## src/rtl/fetch_pc_gen_pkg.sv

```systemverilog
// Shared types and constants for the instruction-fetch PC generator.
package fetch_pc_gen_pkg;

   localparam int unsigned      ADDR_WIDTH_DEFAULT = 32;
   localparam logic [31:0]      RESET_PC_DEFAULT   = 32'hBFC0_0000;
   localparam int unsigned      PC_INC             = 4;

   // 2'd3 is not a legal state; the FSM steers it back to ST_RUN.
   typedef enum logic [1:0] {
      ST_BOOT = 2'd0,
      ST_RUN  = 2'd1,
      ST_HOLD = 2'd2
   } fetch_state_e;

endpackage

```

## src/rtl/fetch_pc_gen_pending.sv

```systemverilog
// Branch target captured while the pipeline is stalled, replayed once the stall drops.
module pending_branch_reg #(
   parameter int unsigned ADDR_WIDTH = 32
) (
   input  logic                  clk,
   input  logic                  rst,
   input  logic                  load,
   input  logic                  clear,
   input  logic [ADDR_WIDTH-1:0] d_addr,
   output logic                  q_valid,
   output logic [ADDR_WIDTH-1:0] q_addr
);

   logic                  valid_q, valid_d;
   logic [ADDR_WIDTH-1:0] addr_q, addr_d;

   always_comb begin
      valid_d = valid_q;
      addr_d  = addr_q;
      if (load) begin
         valid_d = 1'b1;
         addr_d  = d_addr;
      end else if (clear) begin
         valid_d = 1'b0;
      end
   end

   always_ff @(posedge clk or posedge rst) begin
      if (rst) begin
         valid_q <= 1'b0;
         addr_q  <= '0;
      end else begin
         valid_q <= valid_d;
         addr_q  <= addr_d;
      end
   end

   assign q_valid = valid_q;
   assign q_addr  = addr_q;

endmodule

```

## src/rtl/fetch_pc_gen.sv

```systemverilog
// Fetch PC generator: holds the fetch PC, drives the instruction ROM and applies
// flush / branch / stalled-branch redirects in priority order.
module fetch_pc_gen
   import fetch_pc_gen_pkg::*;
#(
   parameter int unsigned            ADDR_WIDTH = ADDR_WIDTH_DEFAULT,
   parameter logic [ADDR_WIDTH-1:0]  RESET_PC   = ADDR_WIDTH'(RESET_PC_DEFAULT)
) (
   input  logic                  clk,
   input  logic                  rst,
   input  logic                  stall,
   input  logic                  flush,
   input  logic [ADDR_WIDTH-1:0] exc_pc,
   input  logic                  branch_flag,
   input  logic [ADDR_WIDTH-1:0] branch_addr,
   output logic                  rom_en,
   output logic [ADDR_WIDTH-1:0] rom_addr,
   output logic [ADDR_WIDTH-1:0] pc,
   output logic                  addr_err
);

   fetch_state_e          state_q, state_d;
   logic [ADDR_WIDTH-1:0] pc_q, pc_d;
   logic                  addr_err_q, addr_err_d;
   logic                  rom_en_q, rom_en_d;
   logic                  pc_load;
   logic                  pend_load, pend_clear;
   logic                  pending_valid;
   logic [ADDR_WIDTH-1:0] pending_addr;

   pending_branch_reg #(
      .ADDR_WIDTH (ADDR_WIDTH)
   ) u_pend (
      .clk     (clk),
      .rst     (rst),
      .load    (pend_load),
      .clear   (pend_clear),
      .d_addr  (branch_addr),
      .q_valid (pending_valid),
      .q_addr  (pending_addr)
   );

   always_comb begin
      state_d    = state_q;
      pc_d       = pc_q;
      pc_load    = 1'b0;
      pend_load  = 1'b0;
      pend_clear = 1'b0;
      case (state_q)
         ST_BOOT: begin
            state_d = ST_RUN;
            if (flush) begin
               pc_d       = exc_pc;
               pc_load    = 1'b1;
               pend_clear = 1'b1;
            end
         end
         ST_RUN, ST_HOLD: begin
            if (flush) begin
               pc_d       = exc_pc;
               pc_load    = 1'b1;
               pend_clear = 1'b1;
               state_d    = ST_RUN;
            end else if (stall) begin
               // PC holds; a branch resolved under stall is parked, latest one wins.
               if (branch_flag) begin
                  pend_load = 1'b1;
                  state_d   = ST_HOLD;
               end
            end else if (branch_flag) begin
               pc_d       = branch_addr;
               pc_load    = 1'b1;
               pend_clear = 1'b1;
               state_d    = ST_RUN;
            end else if (pending_valid) begin
               pc_d       = pending_addr;
               pc_load    = 1'b1;
               pend_clear = 1'b1;
               state_d    = ST_RUN;
            end else begin
               pc_d    = pc_q + ADDR_WIDTH'(PC_INC);
               pc_load = 1'b1;
            end
         end
         default: state_d = ST_RUN;
      endcase
      addr_err_d = pc_load ? (pc_d[1:0] != 2'b00) : addr_err_q;
      rom_en_d   = (state_d == ST_RUN) || (state_d == ST_HOLD);
   end

   always_ff @(posedge clk or posedge rst) begin
      if (rst) begin
         state_q    <= ST_BOOT;
         pc_q       <= RESET_PC;
         addr_err_q <= 1'b0;
         rom_en_q   <= 1'b0;
      end else begin
         state_q    <= state_d;
         pc_q       <= pc_d;
         addr_err_q <= addr_err_d;
         rom_en_q   <= rom_en_d;
      end
   end

   assign pc       = pc_q;
   assign rom_addr = pc_q;
   assign rom_en   = rom_en_q;
   assign addr_err = addr_err_q;

endmodule

```

## config.mk

```make
export PLATFORM = sky130hd
export DESIGN_NAME = fetch_pc_gen
export DESIGN_NICKNAME = d
export VERILOG_FILES = /design/src/rtl/fetch_pc_gen_pkg.sv /design/src/rtl/fetch_pc_gen_pending.sv /design/src/rtl/fetch_pc_gen.sv
export SDC_FILE = /design/constraint.sdc
export NUM_CORES = 1
export LEC_CHECK = 0
export BUFFER_PORTS_ARGS = -buffer_cell sky130_fd_sc_hd__buf_2
export CORE_AREA = 2 2 112 114
export DETAILED_ROUTE_END_ITERATION = 7
export DIE_AREA = 0 0 114 116
export PLACE_DENSITY_LB_ADDON = 0.08
export SETUP_SLACK_MARGIN = 0.15
export SYNTH_ARGS = -nofsm -noshare
export SYNTH_HDL_FRONTEND = slang
export SYNTH_SLANG_ARGS = --single-unit
```

## constraint.sdc

```tcl
create_clock -name clk -period 2.7 [get_ports clk]
set_input_delay 0.54 -clock clk [delete_from_list [all_inputs] [get_ports clk]]
set_output_delay 0.54 -clock clk [all_outputs]
set_load 0.05 [all_outputs]
```

# Yosys cells after proc, flatten, opt, wreduce, memory -nomap -nowiden

Index checks and enable logic that the tools add are counted.

Output and inout port bits: 66
Word-level logic and storage cells: 48
Input port bits: 69
Register bits after elaboration: 69

Reduce and logical (&&, ||, !) cells: 7
Eq/ne operators: 6
Add/subtract/negate cells: 1
Muxes and demuxes: 27

Operator list:

| kind                    | count |
|---|---|
| $mux W32                | 5 |
| $pmux W32 S2            | 1 |
| $add A32 B3 Y32 const B | 1 |
| $mux W1                 | 13 |
| $mux W2                 | 6 |
| $reduce_bool A2 Y1      | 3 |
| $eq A2 B1 Y1 const B    | 2 |
| $eq A2 B2 Y1 const B    | 2 |
| $pmux W1 S2             | 2 |
| $ne A3 B3 Y1 const B    | 1 |
| $reduce_and A3 Y1       | 1 |
| $logic_not A2 Y1        | 1 |
| $ne A2 B2 Y1 const B    | 1 |
| $reduce_or A2 Y1        | 1 |
| $logic_or A1 B1 Y1      | 1 |

# Longest topological paths before layout

Gate-level depths: netlist of run 1.

Depth in word-level cells: 7
Gate-level depth with buffers: 8
Mapped depth without buffers: 7

# Hierarchy

From an unflattened synthesis of run 1, not the netlist that was laid out.

Cells, all modules: 494
Area, all modules: 4606.9 um^2

By module, submodules not included:

| module             | cells an instance | area an instance (um^2) | sequential area each (um^2) | instances |
|---|---|---|---|---|
| fetch_pc_gen       | 422               | 3225.6                  | 912.1                       | 1 |
| pending_branch_reg | 72                | 1381.3                  | 825.8                       | 1 |

# Worst setup path after synthesis of run 1

No wires, ideal clock.

Path kind: register to register
Start point: reg pc_q[2] (netlist: pc[2])
End point: reg pc_q[30] (netlist: pc[30])
Setup time: 0.070 ns
Clock period less this slack: 2.329 ns
Buffers on the path: 0
Data required time: 2.630 ns
Arrival time: 2.259 ns
Stages on the path, launching flop included: 7
Slack: 0.371 ns
Path through: dfrtp_1 ha_1 nand3_1 nor4_1 nand2_1 or4b_1 nand3_1

Word-level cells in the longest chain between the ends: 6

RTL lines:

| what                   | line               | RTL |
|---|---|---|
| start, declared        | fetch_pc_gen.sv:23 | `logic [ADDR_WIDTH-1:0] pc_q, pc_d;` |
| start signal, assigned | fetch_pc_gen.sv:99 | `pc_q <= pc_d;` |
| $add A32 B3 Y32        | fetch_pc_gen.sv:81 | `pc_d = pc_q + ADDR_WIDTH'(PC_INC);` |
| $mux W32               | fetch_pc_gen.sv:75 | `end else if (pending_valid) begin` |
| $mux W32               | fetch_pc_gen.sv:70 | `end else if (branch_flag) begin` |
| $mux W32               | fetch_pc_gen.sv:64 | `end else if (stall) begin` |
| $mux W32               | fetch_pc_gen.sv:59 | `if (flush) begin` |
| $pmux W32 S2           | fetch_pc_gen.sv:49 | `case (state_q)` |

Every way passes these cells. The select of a mux whose other input is x is not followed.
A chain may end at the register's enable or synchronous reset.

# Worst setup path after layout of run 1

Start point: reg state_q[0]
End point: reg pc_q[24] (netlist: pc[24])

Word-level cells in the longest chain between the ends: 4
Elaborated cells between the ends (all ways): 9
Those cells by class: eq/ne: 4; mux: 1; reduce/logical: 4

RTL lines:

| what                                                         | line               | RTL |
|---|---|---|
| start, declared                                              | fetch_pc_gen.sv:22 | `fetch_state_e state_q, state_d;` |
| start signal, assigned                                       | fetch_pc_gen.sv:98 | `state_q <= state_d;` |
| $eq A2 B1 Y1 or $eq A2 B2 Y1 (tied branches)                 | fetch_pc_gen.sv:49 |  |
| $reduce_or A2 Y1                                             | fetch_pc_gen.sv:49 |  |
| $ne A3 B3 Y1 (no line) or $reduce_bool A2 Y1 (tied branches) | -                  |  |
| $reduce_and A3 Y1 (no line)                                  | -                  |  |

Parallel ways exist; a longest one is shown, timed or not.

==> impl_metrics.env, run 1 <==
export IMPL_cp_end_kind="flop"
export IMPL_synth_sequential_area_ratio_pct=37.2
export IMPL_synthDistinctLibCells=73
export IMPL_num_nets_final=689
export IMPL_dieArea_mm2=0.0132
export IMPL_cts_buffer_depth=2
export IMPL_synth_edf_count=0
export IMPL_htree_num_levels=3
export IMPL_r2r_cells=7
export IMPL_async_flop_share_pct=100
export IMPL_leakagePower_nw=2.62
export IMPL_drive_gt1_share_pct=38.4
export IMPL_yosys_area_top_type="dfrtp_1"
export IMPL_drc=0
export IMPL_antenna_found_initial=0
export IMPL_use_met2_pct=36.9
export IMPL_r2r_start="state_q[0]"
export IMPL_worstPathRequired_ns=2.98
export IMPL_cts_tree="done"
export IMPL_vias=4505
export IMPL_skew_ns=0.00487
export IMPL_grt_pass1_vias=4124
export IMPL_syn_num_nets=577
export IMPL_port_buffers=134
export IMPL_top_usage_layer="met2"
export IMPL_cts_made_buffers=9
export IMPL_synth_warnings=0
export IMPL_grt_overflow=0
export IMPL_track_usage_pct=23.1
export IMPL_dieWidth_um=114
export IMPL_max_vdd_ir_drop_mv=0.297
export IMPL_core_mm2=0.0119
export IMPL_yosysMostFrequentCell="dfrtp_1"
export IMPL_arrival_ns=2.60
export IMPL_ios=135
export IMPL_synth_area_top_cells="dfrtp_1 32%, mux2_2 7.5%, buf_4 5.3%"
export IMPL_worstReg2RegEnd="pc[24]"
export IMPL_antenna_left=0
export IMPL_crit_type="reg -> reg"
export IMPL_timing_final_crit_share_pct=86.0
export IMPL_ys_flop_type="dfrtp_1"
export IMPL_setup_violations_final=0
export IMPL_hpwlAfterDp_mm=11.1
export IMPL_synth_common_cells="60 x dfrtp_1, 45 x o21ai_0, 41 x nand2_1"
export IMPL_final_min_clock_period_ns=2.32
export IMPL_powerDensity_mw_per_mm2=889
export IMPL_syn2layout_area_growth_pct=21.4
export IMPL_syn_instance_count=505
export IMPL_place_inst=753
export IMPL_fmax_mhz=431
export IMPL_maxSlewViolCount=0
export IMPL_rsz0062_at_grt="no"
export IMPL_die_h_um=116
export IMPL_initial_utilization_pct=39.2
export IMPL_grt_start_max_net_pins=70
export IMPL_grt_pass1_wl_mm=23.2
export IMPL_grtUsageMet3_pct=4.03
export IMPL_num_rows=40
export IMPL_syn_area_per_cell_um2=9.24
export IMPL_hp_class="in -> async"
export IMPL_clock_sinks=69
export IMPL_crit_fanout=10
export IMPL_wl_per_cell_um=19.7
export IMPL_maxSlewHeadroom_pct=60.3
export IMPL_r2r_setup_slack_ns=0.38
export IMPL_drt_total_wl_mm=15.1
export IMPL_worstSetupStartpointType="flop"
export IMPL_final_hold_violation_count=0
export IMPL_yosysTopAreaCellShare_pct=32.2
export IMPL_clk_insertion_delay_late_ns=0.33
export IMPL_cts_root_buffer="clkbuf_16"
export IMPL_gp_congestion=0.910
export IMPL_status="complete, no violations"
export IMPL_tns_ns=0
export IMPL_synth_seq_cells=69
export IMPL_drt_initial_drc_count=392
export IMPL_tightest_slew_ns=0.595
export IMPL_final_cells=769
export IMPL_synthesis_area_mm2=0.00467
export IMPL_antenna_cells=0
export IMPL_via_per_inst=5.86
export IMPL_drv_cap=0
export IMPL_clkTransAtPathRegs_ns=0.06
export IMPL_grtUsageMet1_pct=32.4
export IMPL_firstDrtPassIters=6
-- registers in the layout, indices dropped and copies added, names as in the netlist --
register / count
state_q: 2
addr_err: 1
rom_en: 1
pc: 32
u_pend.q_addr: 32
u_pend.q_valid: 1
-- layer usage --
metal  wire length, µm  part of all wire (%)
met1              7090                    47
met2              6940                    46
met3               899                   5.9
met4               210                   1.4
met5                 0                     0
-- logic make-up after synthesis --
group | count (synthesis) | share of synthesized area (%)
and+or+nand+nor | 175 | 21.2
AOI/OAI and AO/OA | 139 | 20.8
buffers and inverters | 73 | 9.57
DFF | 69 | 37.2
muxes | 35 | 8.34
xor gates and xnor gates | 11 | 2.07
adders and majority gates | 3 | 0.805
-- worst max-delay path by stage --
| stage | from | to | slack [ns] |
|---|---|---|---|
| finish | state_q[0] | pc[24] | 0.38 |
| global placement | state_q[0] | pc[24] | 0.41 |
| floorplan | pc[2] | pc[30] | 0.37 |
| global route | state_q[0] | pc[24] | 0.28 |
| detailed placement | state_q[0] | pc[24] | 0.28 |
| CTS | state_q[0] | pc[24] | 0.27 |
-- layout by cell type, fill, tap and decap left out, types with 4 or more instances in the layout --
cell type	instances
nand2b_1	10
o21ai_0	45
a222oi_1	7
a21oi_1	14
nand3_1	27
inv_1	11
a22oi_1	20
mux2_2	31
buf_4	27
nor4_1	6
a21o_1	4
nor2_1	28
nand2_1	41
and3_1	10
mux2i_1	4
a221o_1	6
clkbuf_16	9
a22o_1	8
nor2b_1	5
nand4_1	9
o31ai_1	4
xnor2_1	8
dfstp_2	9
nor3_1	8
buf_2	134
dfrtp_1	60
-- repair_timing --
item | 4_1_cts | 5_1_grt
hold buffers | 0 | 0
setup buffers | 0 | 0
setup endpoints to repair | 0 | 1
resized for setup | 0 | 1
-- critical path, stage by stage (launching register included) --
cell and delay (ns):
dfrtp_1 0.41, inv_1 0.06, ha_1 0.29, or4b_4 0.51
nand2b_4 0.23, a221oi_2 0.29, or3b_1 0.38, nand3_1 0.09
-- power by group --
part / leakage, nW / internal, mW / switching, mW
sequential: 0.822 / 1.34 / 0.335
combinational: 1.64 / 0.631 / 1.49
clock: 0.158 / 0.786 / 0.458
total: 2.62 / 2.75 / 2.28
-- through the flow --
stage               setup slack [ns]  power, mW  hold WS (ns)  instance area (µm²)  utilization (%)
finish                         0.379       5.03         0.257                 5670             47.6
global route                   0.281       5.27         0.315                 5670             47.6
CTS                            0.266       5.05         0.298                 5660             47.5
detailed placement             0.281       3.80         0.493                 5350             44.9
global placement               0.406       3.78         0.484                 5350             44.9
floorplan                      0.371       3.36         0.450                 4670                -
-- area by class of cell --
class | count | area [µm²]
fillers | 1201 | 6250
well taps | 147 | 184
flip-flops and latches | 69 | 1740
inverters | 12 | 45.0
repair buffers | 162 | 893
multi-input cells | 363 | 2490
clock buffers | 12 | 267
clock inverters | 4 | 45.0
Note: power is estimated with default switching activity, not from simulation.
==> run 2: changes to the inputs <==
- BUFFER_PORTS_ARGS: -buffer_cell sky130_fd_sc_hd__buf_2 -> -buffer_cell sky130_fd_sc_hd__buf_4
- CORE_AREA: 2 2 112 114 -> 2 2 96 98
- CTS_BUF_LIST: default -> sky130_fd_sc_hd__clkbuf_8
- DIE_AREA: 0 0 114 116 -> 0 0 98 100
==> impl_metrics.env, run 2 (synthesis gave the netlist of run 1 again) <==
export IMPL_vias=4538
export IMPL_wl_met3_mm=1.10
export IMPL_p_total_mw=4.85
export IMPL_postLayoutCellArea_mm2=0.00580
export IMPL_final_cells=727
export IMPL_nFillCells=784
export IMPL_leakagePower_nw=2.63
export IMPL_cts_tree="done"
export IMPL_antenna_found_initial=0
export IMPL_port_buffers=134
export IMPL_wl_met1_mm=5.91
export IMPL_crit_type="reg -> reg"
export IMPL_tns_ns=0
export IMPL_htree_num_levels=3
export IMPL_syn2layout_area_growth_pct=24.3
export IMPL_drv_cap=0
export IMPL_arrival_ns=2.67
export IMPL_skew_ns=0.0126
export IMPL_num_nets_final=683
export IMPL_fmax_mhz=421
export IMPL_clock_sinks=69
export IMPL_core_mm2=0.00889
export IMPL_cts_buffer_depth=2
export IMPL_grt_overflow=0
export IMPL_drt_total_wl_mm=13.8
export IMPL_die_h_um=100
export IMPL_hp_class="in -> async"
export IMPL_hpwlAfterDp_mm=9.98
export IMPL_status="complete, no violations"
export IMPL_worstSetupStartpointType="flop"
export IMPL_final_hold_violation_count=0
export IMPL_grt_pass1_wl_mm=22.4
export IMPL_cp_end_kind="flop"
export IMPL_cts_made_buffers=9
export IMPL_worstPathRequired_ns=2.99
export IMPL_grt_start_max_net_pins=46
export IMPL_setup_violations_final=0
export IMPL_cts_root_buffer="clkbuf_8"
export IMPL_crit_fanout=9
export IMPL_clkTransAtPathRegs_ns=0.08
export IMPL_timing_final_crit_share_pct=88.0
export IMPL_holdBufCountCts=0
export IMPL_cts_setup_buffers=0
export IMPL_via_per_inst=6.24
export IMPL_dieWidth_um=98
export IMPL_maxSlewHeadroom_pct=38.9
export IMPL_final_min_clock_period_ns=2.38
export IMPL_firstDrtPassIters=7
export IMPL_drive_gt1_share_pct=37.3
export IMPL_final_common_cell="buf_4"
export IMPL_initial_utilization_pct=52.5
export IMPL_dp_slack_ns=0.343
export IMPL_max_vdd_ir_drop_mv=0.401
export IMPL_drc=0
export IMPL_final_cell_mix="155 x buf_4, 60 x dfrtp_1, 45 x o21ai_0, 41 x nand2_1, 31 x mux2_2"
export IMPL_place_inst=711
export IMPL_setup_slack_ns=0.323
export IMPL_antenna_cells=0
export IMPL_cts_resized=0
export IMPL_grt_pass1_vias=4311
export IMPL_maxSlewViolCount=0
export IMPL_antenna_left=0
export IMPL_powerDensity_mw_per_mm2=837
export IMPL_dieArea_mm2=0.00980
export IMPL_wl_per_cell_um=19.0
export IMPL_track_usage_pct=28.7
export IMPL_ios=135
export IMPL_rsz0062_at_grt="no"
export IMPL_num_rows=35
export IMPL_gp_congestion=0.979
export IMPL_top_layer="met4"
export IMPL_met2_length_mm=6.58
export IMPL_drt_initial_drc_count=363
export IMPL_dpl_cell_area_mm2=0.00559
export IMPL_tightest_slew_ns=0.914
export IMPL_clk_insertion_delay_late_ns=0.35
[run 2: cell types whose count changed in the layout (fill, tap and decap cells not counted), moves of 2 or more]
cell / before / now
clkbuf_16: 9 / 0
buf_2: 134 / 0
clkbuf_8: 3 / 9
buf_4: 27 / 155
inv_1: 11 / 13
[run 2: final timing paths]
kind / slack, ns / to / from / depth (start not counted)
max in group asynchronous: 1.76 / pc[25] / rst / 3
worst max register to register: 0.32 / pc[24] / state_q[0] / 7
worst min-delay path: 0.24 / u_pend.q_addr[0] / rst / 2
worst max-delay path: 0.32 / pc[24] / state_q[0] / 7
worst min register to register: 0.50 / u_pend.q_addr[24] / u_pend.q_addr[24] / 2
min in group clk: 0.41 / pc[9] / exc_pc[9] / 2
[run 2: through the flow]
stage / hold slack (ns) / utilization, %
global route: 0.281 / 65.2
global placement: 0.466 / 62.9
floorplan: 0.450 / -
finish: 0.241 / 65.2
detailed placement: 0.487 / 62.9
CTS: 0.258 / 65.2
[run 2: per-layer routing]
metal | up-vias | global-route usage (%)
li1 | 2084 | -
met1 | 2204 | 41.4
met2 | 231 | 44.6
met3 | 19 | 4.25
met4 | 0 | 10.0
met5 | - | 0
[run 2: final cells by class]
class                           instances  area, µm²  share of cell area, %
Inverter                               12       45.0                  0.777
Timing Repair Buffer                  156       1180                   20.4
Clock inverter                          7       82.6                   1.42
Clock buffer                            9        124                   2.14
Sequential cell                        69       1740                   30.0
Multi-Input combinational cell        363       2490                   42.9
Tap cell                              111        139                   2.39
[run 2: power by group]
group | leakage (nW) | switching (mW) | total (mW) | internal, mW
registers | 0.822 | 0.343 | 1.68 | 1.33
logic | 1.70 | 1.46 | 2.26 | 0.794
clock network | 0.115 | 0.405 | 0.915 | 0.509
[run 2: worst max-delay path, cell delays in order, from the launching register on]
cell	delay, ns
dfrtp_1	0.43
inv_1	0.07
ha_1	0.29
or4b_4	0.50
nand2b_4	0.21
a221oi_1	0.35
or3b_1	0.39
nand3_1	0.10
